<file path="src/rtl/nibble_serial_adder_ctrl_pkg.sv">
// Shared types and constants for the nibble-serial adder sequencer.
package nibble_serial_adder_ctrl_pkg;

  localparam int NIBBLE_W = 4;

  typedef enum logic [1:0] {
    ST_IDLE = 2'd0,
    ST_RUN  = 2'd1,
    ST_DONE = 2'd2
  } state_e;

endpackage

</file>
<file path="src/rtl/nibble_adder4.sv">
// Existing 4-bit ripple-carry adder with bit-level ports; purely combinational.
module nibble_adder4 (
  input  logic a0,
  input  logic a1,
  input  logic a2,
  input  logic a3,
  input  logic b0,
  input  logic b1,
  input  logic b2,
  input  logic b3,
  input  logic cin,
  output logic s0,
  output logic s1,
  output logic s2,
  output logic s3,
  output logic cout
);

  logic c1_s;
  logic c2_s;
  logic c3_s;

  assign s0   = a0 ^ b0 ^ cin;
  assign c1_s = (a0 & b0) | (cin & (a0 ^ b0));
  assign s1   = a1 ^ b1 ^ c1_s;
  assign c2_s = (a1 & b1) | (c1_s & (a1 ^ b1));
  assign s2   = a2 ^ b2 ^ c2_s;
  assign c3_s = (a2 & b2) | (c2_s & (a2 ^ b2));
  assign s3   = a3 ^ b3 ^ c3_s;
  assign cout = (a3 & b3) | (c3_s & (a3 ^ b3));

endmodule

</file>
<file path="src/rtl/nibble_serial_adder_top.sv">
// Wrapper pairing the sequencer with the existing 4-bit adder, bit-mapping the
// nibble buses onto the adder's individual a/b/s pins.
module nibble_serial_adder_top
  import nibble_serial_adder_ctrl_pkg::*;
#(
  parameter int NIBBLES = 4
) (
  input  logic                        clk,
  input  logic                        rst_n,
  input  logic                        in_valid,
  output logic                        in_ready,
  input  logic [NIBBLE_W*NIBBLES-1:0] op_a,
  input  logic [NIBBLE_W*NIBBLES-1:0] op_b,
  input  logic                        cin_in,
  output logic                        out_valid,
  input  logic                        out_ready,
  output logic [NIBBLE_W*NIBBLES-1:0] sum,
  output logic                        cout_out
);

  logic [NIBBLE_W-1:0] add_a_s;
  logic [NIBBLE_W-1:0] add_b_s;
  logic [NIBBLE_W-1:0] add_s_s;
  logic                add_cin_s;
  logic                add_cout_s;

  nibble_serial_adder_ctrl #(.NIBBLES(NIBBLES)) u_ctrl (
    .clk       (clk),
    .rst_n     (rst_n),
    .in_valid  (in_valid),
    .in_ready  (in_ready),
    .op_a      (op_a),
    .op_b      (op_b),
    .cin_in    (cin_in),
    .add_a     (add_a_s),
    .add_b     (add_b_s),
    .add_cin   (add_cin_s),
    .add_s     (add_s_s),
    .add_cout  (add_cout_s),
    .out_valid (out_valid),
    .out_ready (out_ready),
    .sum       (sum),
    .cout_out  (cout_out)
  );

  nibble_adder4 u_adder (
    .a0   (add_a_s[0]),
    .a1   (add_a_s[1]),
    .a2   (add_a_s[2]),
    .a3   (add_a_s[3]),
    .b0   (add_b_s[0]),
    .b1   (add_b_s[1]),
    .b2   (add_b_s[2]),
    .b3   (add_b_s[3]),
    .cin  (add_cin_s),
    .s0   (add_s_s[0]),
    .s1   (add_s_s[1]),
    .s2   (add_s_s[2]),
    .s3   (add_s_s[3]),
    .cout (add_cout_s)
  );

endmodule

</file>
<file path="src/rtl/nibble_serial_adder_ctrl.sv">
// Sequencer that drives an external 4-bit adder one nibble per clock, LSB first,
// chaining the adder carry between nibbles; operands and result use valid/ready.
module nibble_serial_adder_ctrl
  import nibble_serial_adder_ctrl_pkg::*;
#(
  parameter int NIBBLES = 4
) (
  input  logic                        clk,
  input  logic                        rst_n,
  input  logic                        in_valid,
  output logic                        in_ready,
  input  logic [NIBBLE_W*NIBBLES-1:0] op_a,
  input  logic [NIBBLE_W*NIBBLES-1:0] op_b,
  input  logic                        cin_in,
  output logic [NIBBLE_W-1:0]         add_a,
  output logic [NIBBLE_W-1:0]         add_b,
  output logic                        add_cin,
  input  logic [NIBBLE_W-1:0]         add_s,
  input  logic                        add_cout,
  output logic                        out_valid,
  input  logic                        out_ready,
  output logic [NIBBLE_W*NIBBLES-1:0] sum,
  output logic                        cout_out
);

  localparam int W     = NIBBLE_W * NIBBLES;
  localparam int IDX_W = (NIBBLES > 1) ? $clog2(NIBBLES) : 1;
  localparam logic [IDX_W-1:0] LAST_IDX = IDX_W'(NIBBLES - 1);

  state_e           state_q,     state_d;
  logic [IDX_W-1:0] idx_q,       idx_d;
  logic             carry_q,     carry_d;
  logic [W-1:0]     a_q,         a_d;
  logic [W-1:0]     b_q,         b_d;
  logic [W-1:0]     acc_q,       acc_d;
  logic [W-1:0]     sum_q,       sum_d;
  logic             cout_q,      cout_d;
  logic             out_valid_q, out_valid_d;

  // Handshake qualifier: never ready while reset is held.
  assign in_ready  = rst_n && (state_q == ST_IDLE);
  assign out_valid = out_valid_q;
  assign sum       = sum_q;
  assign cout_out  = cout_q;

  // Next-state, datapath update and adder drive. The accumulator is separate
  // from sum_q so the published result stays put while the next one is built.
  always_comb begin
    state_d     = state_q;
    idx_d       = idx_q;
    carry_d     = carry_q;
    a_d         = a_q;
    b_d         = b_q;
    acc_d       = acc_q;
    sum_d       = sum_q;
    cout_d      = cout_q;
    out_valid_d = out_valid_q;
    add_a       = '0;
    add_b       = '0;
    add_cin     = 1'b0;

    case (state_q)
      ST_IDLE: begin
        if (in_valid && in_ready) begin
          a_d     = op_a;
          b_d     = op_b;
          carry_d = cin_in;
          idx_d   = '0;
          acc_d   = '0;
          state_d = ST_RUN;
        end else begin
          state_d = ST_IDLE;
        end
      end
      ST_RUN: begin
        add_a   = a_q[NIBBLE_W*idx_q +: NIBBLE_W];
        add_b   = b_q[NIBBLE_W*idx_q +: NIBBLE_W];
        add_cin = carry_q;
        acc_d[NIBBLE_W*idx_q +: NIBBLE_W] = add_s;
        carry_d = add_cout;
        if (idx_q == LAST_IDX) begin
          idx_d       = '0;
          sum_d       = acc_d;
          cout_d      = add_cout;
          out_valid_d = 1'b1;
          state_d     = ST_DONE;
        end else begin
          idx_d = idx_q + IDX_W'(1);
        end
      end
      ST_DONE: begin
        if (out_valid_q && out_ready) begin
          out_valid_d = 1'b0;
          state_d     = ST_IDLE;
        end else begin
          state_d = ST_DONE;
        end
      end
      default: begin
        out_valid_d = 1'b0;
        state_d     = ST_IDLE;
      end
    endcase
  end

  // State and datapath registers with synchronous active-low reset.
  always_ff @(posedge clk) begin
    if (!rst_n) begin
      state_q     <= ST_IDLE;
      idx_q       <= '0;
      carry_q     <= 1'b0;
      a_q         <= '0;
      b_q         <= '0;
      acc_q       <= '0;
      sum_q       <= '0;
      cout_q      <= 1'b0;
      out_valid_q <= 1'b0;
    end else begin
      state_q     <= state_d;
      idx_q       <= idx_d;
      carry_q     <= carry_d;
      a_q         <= a_d;
      b_q         <= b_d;
      acc_q       <= acc_d;
      sum_q       <= sum_d;
      cout_q      <= cout_d;
      out_valid_q <= out_valid_d;
    end
  end

endmodule

</file>
<file path="config.mk">
export PLATFORM = sky130hd
export DESIGN_NAME = nibble_serial_adder_top
export DESIGN_NICKNAME = d
export VERILOG_FILES = /design/src/rtl/nibble_serial_adder_ctrl_pkg.sv /design/src/rtl/nibble_adder4.sv /design/src/rtl/nibble_serial_adder_top.sv /design/src/rtl/nibble_serial_adder_ctrl.sv
export SDC_FILE = /design/constraint.sdc
export NUM_CORES = 1
export LEC_CHECK = 0
export CAP_MARGIN = 30
export CORE_UTILIZATION = 40
export DETAILED_ROUTE_END_ITERATION = 10
export SLEW_MARGIN = 20
export SYNTH_ARGS = -nofsm -noshare
export SYNTH_HDL_FRONTEND = slang
export SYNTH_SLANG_ARGS = --single-unit
</file>
<file path="constraint.sdc">
create_clock -name clk -period 3.7 [get_ports clk]
set_input_delay 1.11 -clock clk [delete_from_list [all_inputs] [get_ports clk]]
set_output_delay 1.11 -clock clk [all_outputs]
set_load 0.05 [all_outputs]
</file>
# Word-level counts from Yosys, hierarchy flattened
# Cells that the tools add are included.
# totals
register_bits	71
word_cells	69
# op_classes
n_addsub	2
eq_ne	6
n_shift	4
muxes	18
bitwise	21
n_reduce_logical	9
# op_table
op	n
negation 4 -> 34 bit	1
variable shift 4 x 34 -> 16 bit (first input constant)	1
indexed part select 4 x 34 -> 16 bit	1
case mux 16 bit (2 select lines)	1
indexed part select 16 x 5 -> 4 bit	2
bitwise mux 16 bit	1
2-to-1 mux 16 bit	1
AND 1 bit	8
2-to-1 mux 2 bit	4
2-to-1 mux 4 bit	2
bitwise XOR 1 bit	8
case mux 2 bit (3 select lines)	1
AND reduction 2 bit	3
2-to-1 mux 1 bit	5
equality test 2 bit (second input constant)	2
!= test 2 x 1 -> 1 bit (second input constant)	2
bitwise OR 1 bit	4
case mux 2 bit (2 select lines)	1
logical AND 1 bit	3
case mux 1 bit (3 select lines)	1
AND reduction 3 bit	1
adder 2 x 1 -> 2 bit (second input constant)	1
equality test 2 x 1 -> 1 bit (second input constant)	1
logical NOT 2 bit	1
4 further kinds	4

# Logic depth before layout (Yosys ltp)
# logic_depth
depth_word	13
depth_mapped	12

# Modules after synthesis
# A second synthesis with hierarchy kept.
# hier_totals
hier_cells	374
hier_area_um2	3235.6
# modules_own_cells
mod	instances	cells_each	area_each_um2
nibble_serial_adder_ctrl	1	360	3118.0
nibble_adder4	1	14	117.6

# Worst setup path before layout
# OpenSTA, ideal clock, no wires.
# synth_timing
path_type	input-to-output
startpoint	input port rst_n
endpoint	output port in_ready
arrival_ps	2670
t_required_ps	2590
setup_slack_ps	-80
stages	3
n_path_buf	2
path_cell_list	buf_2 -> clkbuf_1 -> nor3b_1
# synth_via
elab_chain_cells	1
# synth_rtl
item	line	text
from (decl)	nibble_serial_adder_top.sv:9	input logic rst_n,
logical AND 1 bit	nibble_serial_adder_ctrl.sv:41	assign in_ready = rst_n && (state_q == ST_IDLE);
to (decl)	nibble_serial_adder_top.sv:11	output logic in_ready,
# Every way passes these cells.

# Final worst setup path
# layout_timing
startpoint	register u_ctrl.idx_q[0]
endpoint	register u_ctrl.acc_q[15]
# layout_via
elab_chain_cells	13
word_cells_on_any_way	26
cone_classes	add/sub: 1; shift: 4; mux: 4; bitwise: 17
# layout_rtl
item	line	text
from (decl)	nibble_serial_adder_ctrl.sv:31	logic [IDX_W-1:0] idx_q, idx_d;
from (signal assigned)	nibble_serial_adder_ctrl.sv:120	idx_q <= idx_d;
indexed part select 16 x 5 -> 4 bit (on tied branches)	nibble_serial_adder_ctrl.sv:76, nibble_serial_adder_ctrl.sv:77	
2-to-1 mux 4 bit	nibble_serial_adder_ctrl.sv:62	case (state_q)
bitwise XOR 1 bit	nibble_adder4.sv:23, nibble_adder4.sv:24	
AND 1 bit	nibble_adder4.sv:24	assign c1_s = (a0 & b0) | (cin & (a0 ^ b0));
bitwise OR 1 bit	nibble_adder4.sv:24	
AND 1 bit	nibble_adder4.sv:26	assign c2_s = (a1 & b1) | (c1_s & (a1 ^ b1));
bitwise OR 1 bit	nibble_adder4.sv:26	
AND 1 bit	nibble_adder4.sv:28	assign c3_s = (a2 & b2) | (c2_s & (a2 ^ b2));
bitwise OR 1 bit	nibble_adder4.sv:28	
bitwise XOR 1 bit	nibble_adder4.sv:29	assign s3 = a3 ^ b3 ^ c3_s;
indexed part select 4 x 34 -> 16 bit	nibble_serial_adder_ctrl.sv:79	acc_d[NIBBLE_W*idx_q +: NIBBLE_W] = add_s;
bitwise mux 16 bit *	nibble_serial_adder_ctrl.sv:79	
case mux 16 bit (2 select lines) *	nibble_serial_adder_ctrl.sv:62	
to (signal assigned)	nibble_serial_adder_ctrl.sv:114	acc_q <= '0;
to (signal assigned)	nibble_serial_adder_ctrl.sv:124	acc_q <= acc_d;
to (decl)	nibble_serial_adder_ctrl.sv:35	logic [W-1:0] acc_q, acc_d;
# Mark *: on every way between the ends. The rest lies on a longest branch, timed or not.
# A chain may end at the register's enable or synchronous reset.

==> flow_summary.ini <==
[power]
peakVddDrop_mv = 0.249
leakage_nw = 1.55
powerDensity_nw_per_um2 = 440

[finish]
fin_nets = 455
drive_above_1_share = 0.0944
layout_common_cells = nand2_1 (90), dfxtp_1 (71), clkdlybuf4s50_1 (53)
area_growth_pct = 24.4
layoutNonFillerInstCount = 515
final_common_cell = nand2_1
antenna_cells = 0

[worst_setup_path]
crit_path_top_delay_cell = fa_1
end_kind = register
cp_data_required_time_ns = 3.97
critPathMostFrequentCell = fa_1
critPathArrivalTime_ns = 3.41
rr_startpoint = u_ctrl.idx_q[0]
cp-start-kind = register
cp_cell_sequence = buf_4 -> mux4_2 -> and2_1 -> fa_1 -> inv_1 -> fa_1 -> fa_1 -> inv_1 -> fa_1 -> nand3_1 -> o22ai_1
reg2regPathDepth = 11
rr_endpoint = u_ctrl.acc_q[15]
critPathMaxFanout = 6
ff2ff_setup_slack_ns = 0.56
crit_type = reg2reg
cpPeakStageDelay_ns = 0.60

[sta]
timing.fmax_mhz = 319
hold_violations = 0
worst_pin_slew_ns = 0.881
slew_headroom = 0.412
finalCriticalPeriod_ns = 3.14
clock_skew_ns = 0.00570
setup_violations = 0
setup_tns_ns = 0
fin_ws_ns = 0.562
slew_viol_final = 0
rsz0062_at_grt = no
min_period_over_period = 0.848

[global_routing]
grt_antenna_before_repair = 0
grt_pass1_wl_um = 12600
use_met3 = 0.0390
track_usage = 0.188
grt_max_degree = 80
grtUsageMet1 = 0.264
grt_overflow = 0
groute.layer.met2.usage = 0.284
grt_pass1_vias = 2630
grt_busiest_layer = met2

[clock_network]
htree_levels = 3
cts_tree = done
clock_path_buffers = 2
cts_resized = 0
cts-root-buf = clkbuf_8
clock_latency_ns = 0.34
cts.sinks = 71
postCtsSetupRepairBufs = 0
cts.reportedPaths.clkPinSlew_ns = 0.07
cts_buffers = 9
hold_buffers = 0

[yosys]
syn-cell-area_sq_um = 3350
avgSynthCellArea_sq_um = 9.25
synth_flop_cell = dfxtp_1
synth_edf_count = 0
ys_warn_count = 0
yosysSeqAreaShare = 0.425
synth_cell_types = 41
async_reset_ff_frac = 0
synth.net_count = 409
ys_ff_latch = 71
synthCells = 362

[placed_design]
placed_cells = 499
dp_hpwl_um = 5250
place_congestion = 0.818
portBuffers = 55
post-place-ws_ns = 0.576

[route]
dr.first_iter.drc_count = 135
avgViaCountPerCell = 5.27
drc = 0
ant_nets = 0
wirelength_um = 7490
vias = 2713
drt-pass1-iter-count = 4
wl_per_cell_um = 14.5

[floorplan]
ios = 56
design.core.area_sq_um = 7930
die_h_um = 93.5
fp.dieW_um = 93.5
initial_core_util = 0.422
num_rows = 32
dieArea_sq_um = 8740

[hold_path]
hold_depth = 2
hold_path_startpoint = u_ctrl.b_q[1]
hp-class = reg2reg
hold_end = u_ctrl.b_q[1]

[job]
drv_cap = 0

[outcome]
status = completed
==> stage by stage <==
step | hold WS [ns] | power, W | util | area, sq um
after floorplan | 0.431 | 0.000972 | - | 3350
after global placement | 0.438 | 0.00105 | 0.492 | 3900
after detailed placement | 0.446 | 0.00106 | 0.492 | 3900
after CTS | 0.455 | 0.00185 | 0.525 | 4160
after global routing | 0.471 | 0.00191 | 0.525 | 4160
final | 0.452 | 0.00183 | 0.525 | 4160
==> worst max path at each step <==
stage / from / cells past startpoint / endpoint
5_1_grt: u_ctrl.idx_q[0] / 11 / u_ctrl.acc_q[7]
3_5_place_dp: u_ctrl.idx_q[0] / 11 / u_ctrl.acc_q[15]
2_1_floorplan: rst_n / 3 / in_ready
6_report: u_ctrl.idx_q[0] / 11 / u_ctrl.acc_q[15]
4_1_cts: u_ctrl.idx_q[0] / 11 / u_ctrl.acc_q[15]
3_3_place_gp: u_ctrl.idx_q[0] / 11 / u_ctrl.acc_q[3]
==> metal layers <==
metal | part of all wire | vias up
met4 | 0.013 | 0
li1 | - | 1359
met2 | 0.45 | 62
met3 | 0.044 | 11
met1 | 0.49 | 1281
met5 | 0 | -
==> cells in the mapped netlist (2+ instances only) <==
cell type  count  share of area
nand2_1       90           0.10
and2_1         5         0.0093
a21oi_1       22          0.033
o211a_1        8          0.024
and4bb_2       2         0.0075
nor3_1         2         0.0030
a21boi_0       3         0.0067
fa_1           4          0.024
inv_1         13          0.015
o21ai_0       10          0.015
buf_8          2         0.0090
mux4_2         8          0.054
nor2b_1       10          0.019
nand4bb_1      3          0.010
buf_2          9          0.013
buf_4          4         0.0090
buf_6          5          0.017
o221ai_1       8          0.021
a21boi_1      30          0.067
o22ai_1       16          0.030
ha_1           6          0.022
nand3_1        3         0.0045
clkbuf_1       7         0.0079
dfxtp_1       71           0.42
o21a_1         3         0.0067
nand3b_1       2         0.0045
nand2b_1       2         0.0037
==> cell type report <==
type	count	area, sq um
clock buffer	10	128
fill	751	3760
inverter	13	48.8
clock inverter	6	133
sequential	71	1420
tap	102	128
multi-input combinational	250	1690
timing repair buffer	63	616
==> kinds of logic (layout without fill, tap and decap cells) <==
kind of cell	Yosys count	count (layout)	share of synthesized area
adder cells (fa/ha/maj)	10	10	0.0464
multiplexers	9	9	0.0568
flip-flops	71	71	0.425
buffers and inverters	41	92	0.0718
AO/OA/AOI/OAI	103	103	0.211
AND/OR/NAND/NOR	128	128	0.190
==> where the power goes <==
part	total (W)	switching [W]	internal (W)
combinational	0.000231	0.000121	0.000109
sequential	0.000806	0.0000187	0.000787
clock	0.000797	0.000282	0.000515
==> worst max-delay path: cells and delay by family (launching register included) <==
family | cells | cell delay (ns)
flops | 1 | 0.37
compound gates | 1 | 0.21
buf+inv | 3 | 0.31
fa+ha+maj | 4 | 1.31
mux | 1 | 0.51
simple gates | 2 | 0.35
==> sequential cells by signal, indices dropped and copies added (netlist names) <==
| register | flops |
|---|---|
| u_ctrl.out_valid | 1 |
| u_ctrl.state_q | 2 |
| u_ctrl.sum | 16 |
| u_ctrl.carry_q | 1 |
| u_ctrl.idx_q | 2 |
| u_ctrl.cout_out | 1 |
| u_ctrl.b_q | 16 |
| u_ctrl.acc_q | 16 |
| u_ctrl.a_q | 16 |
Power figures use the tool's default switching activity.
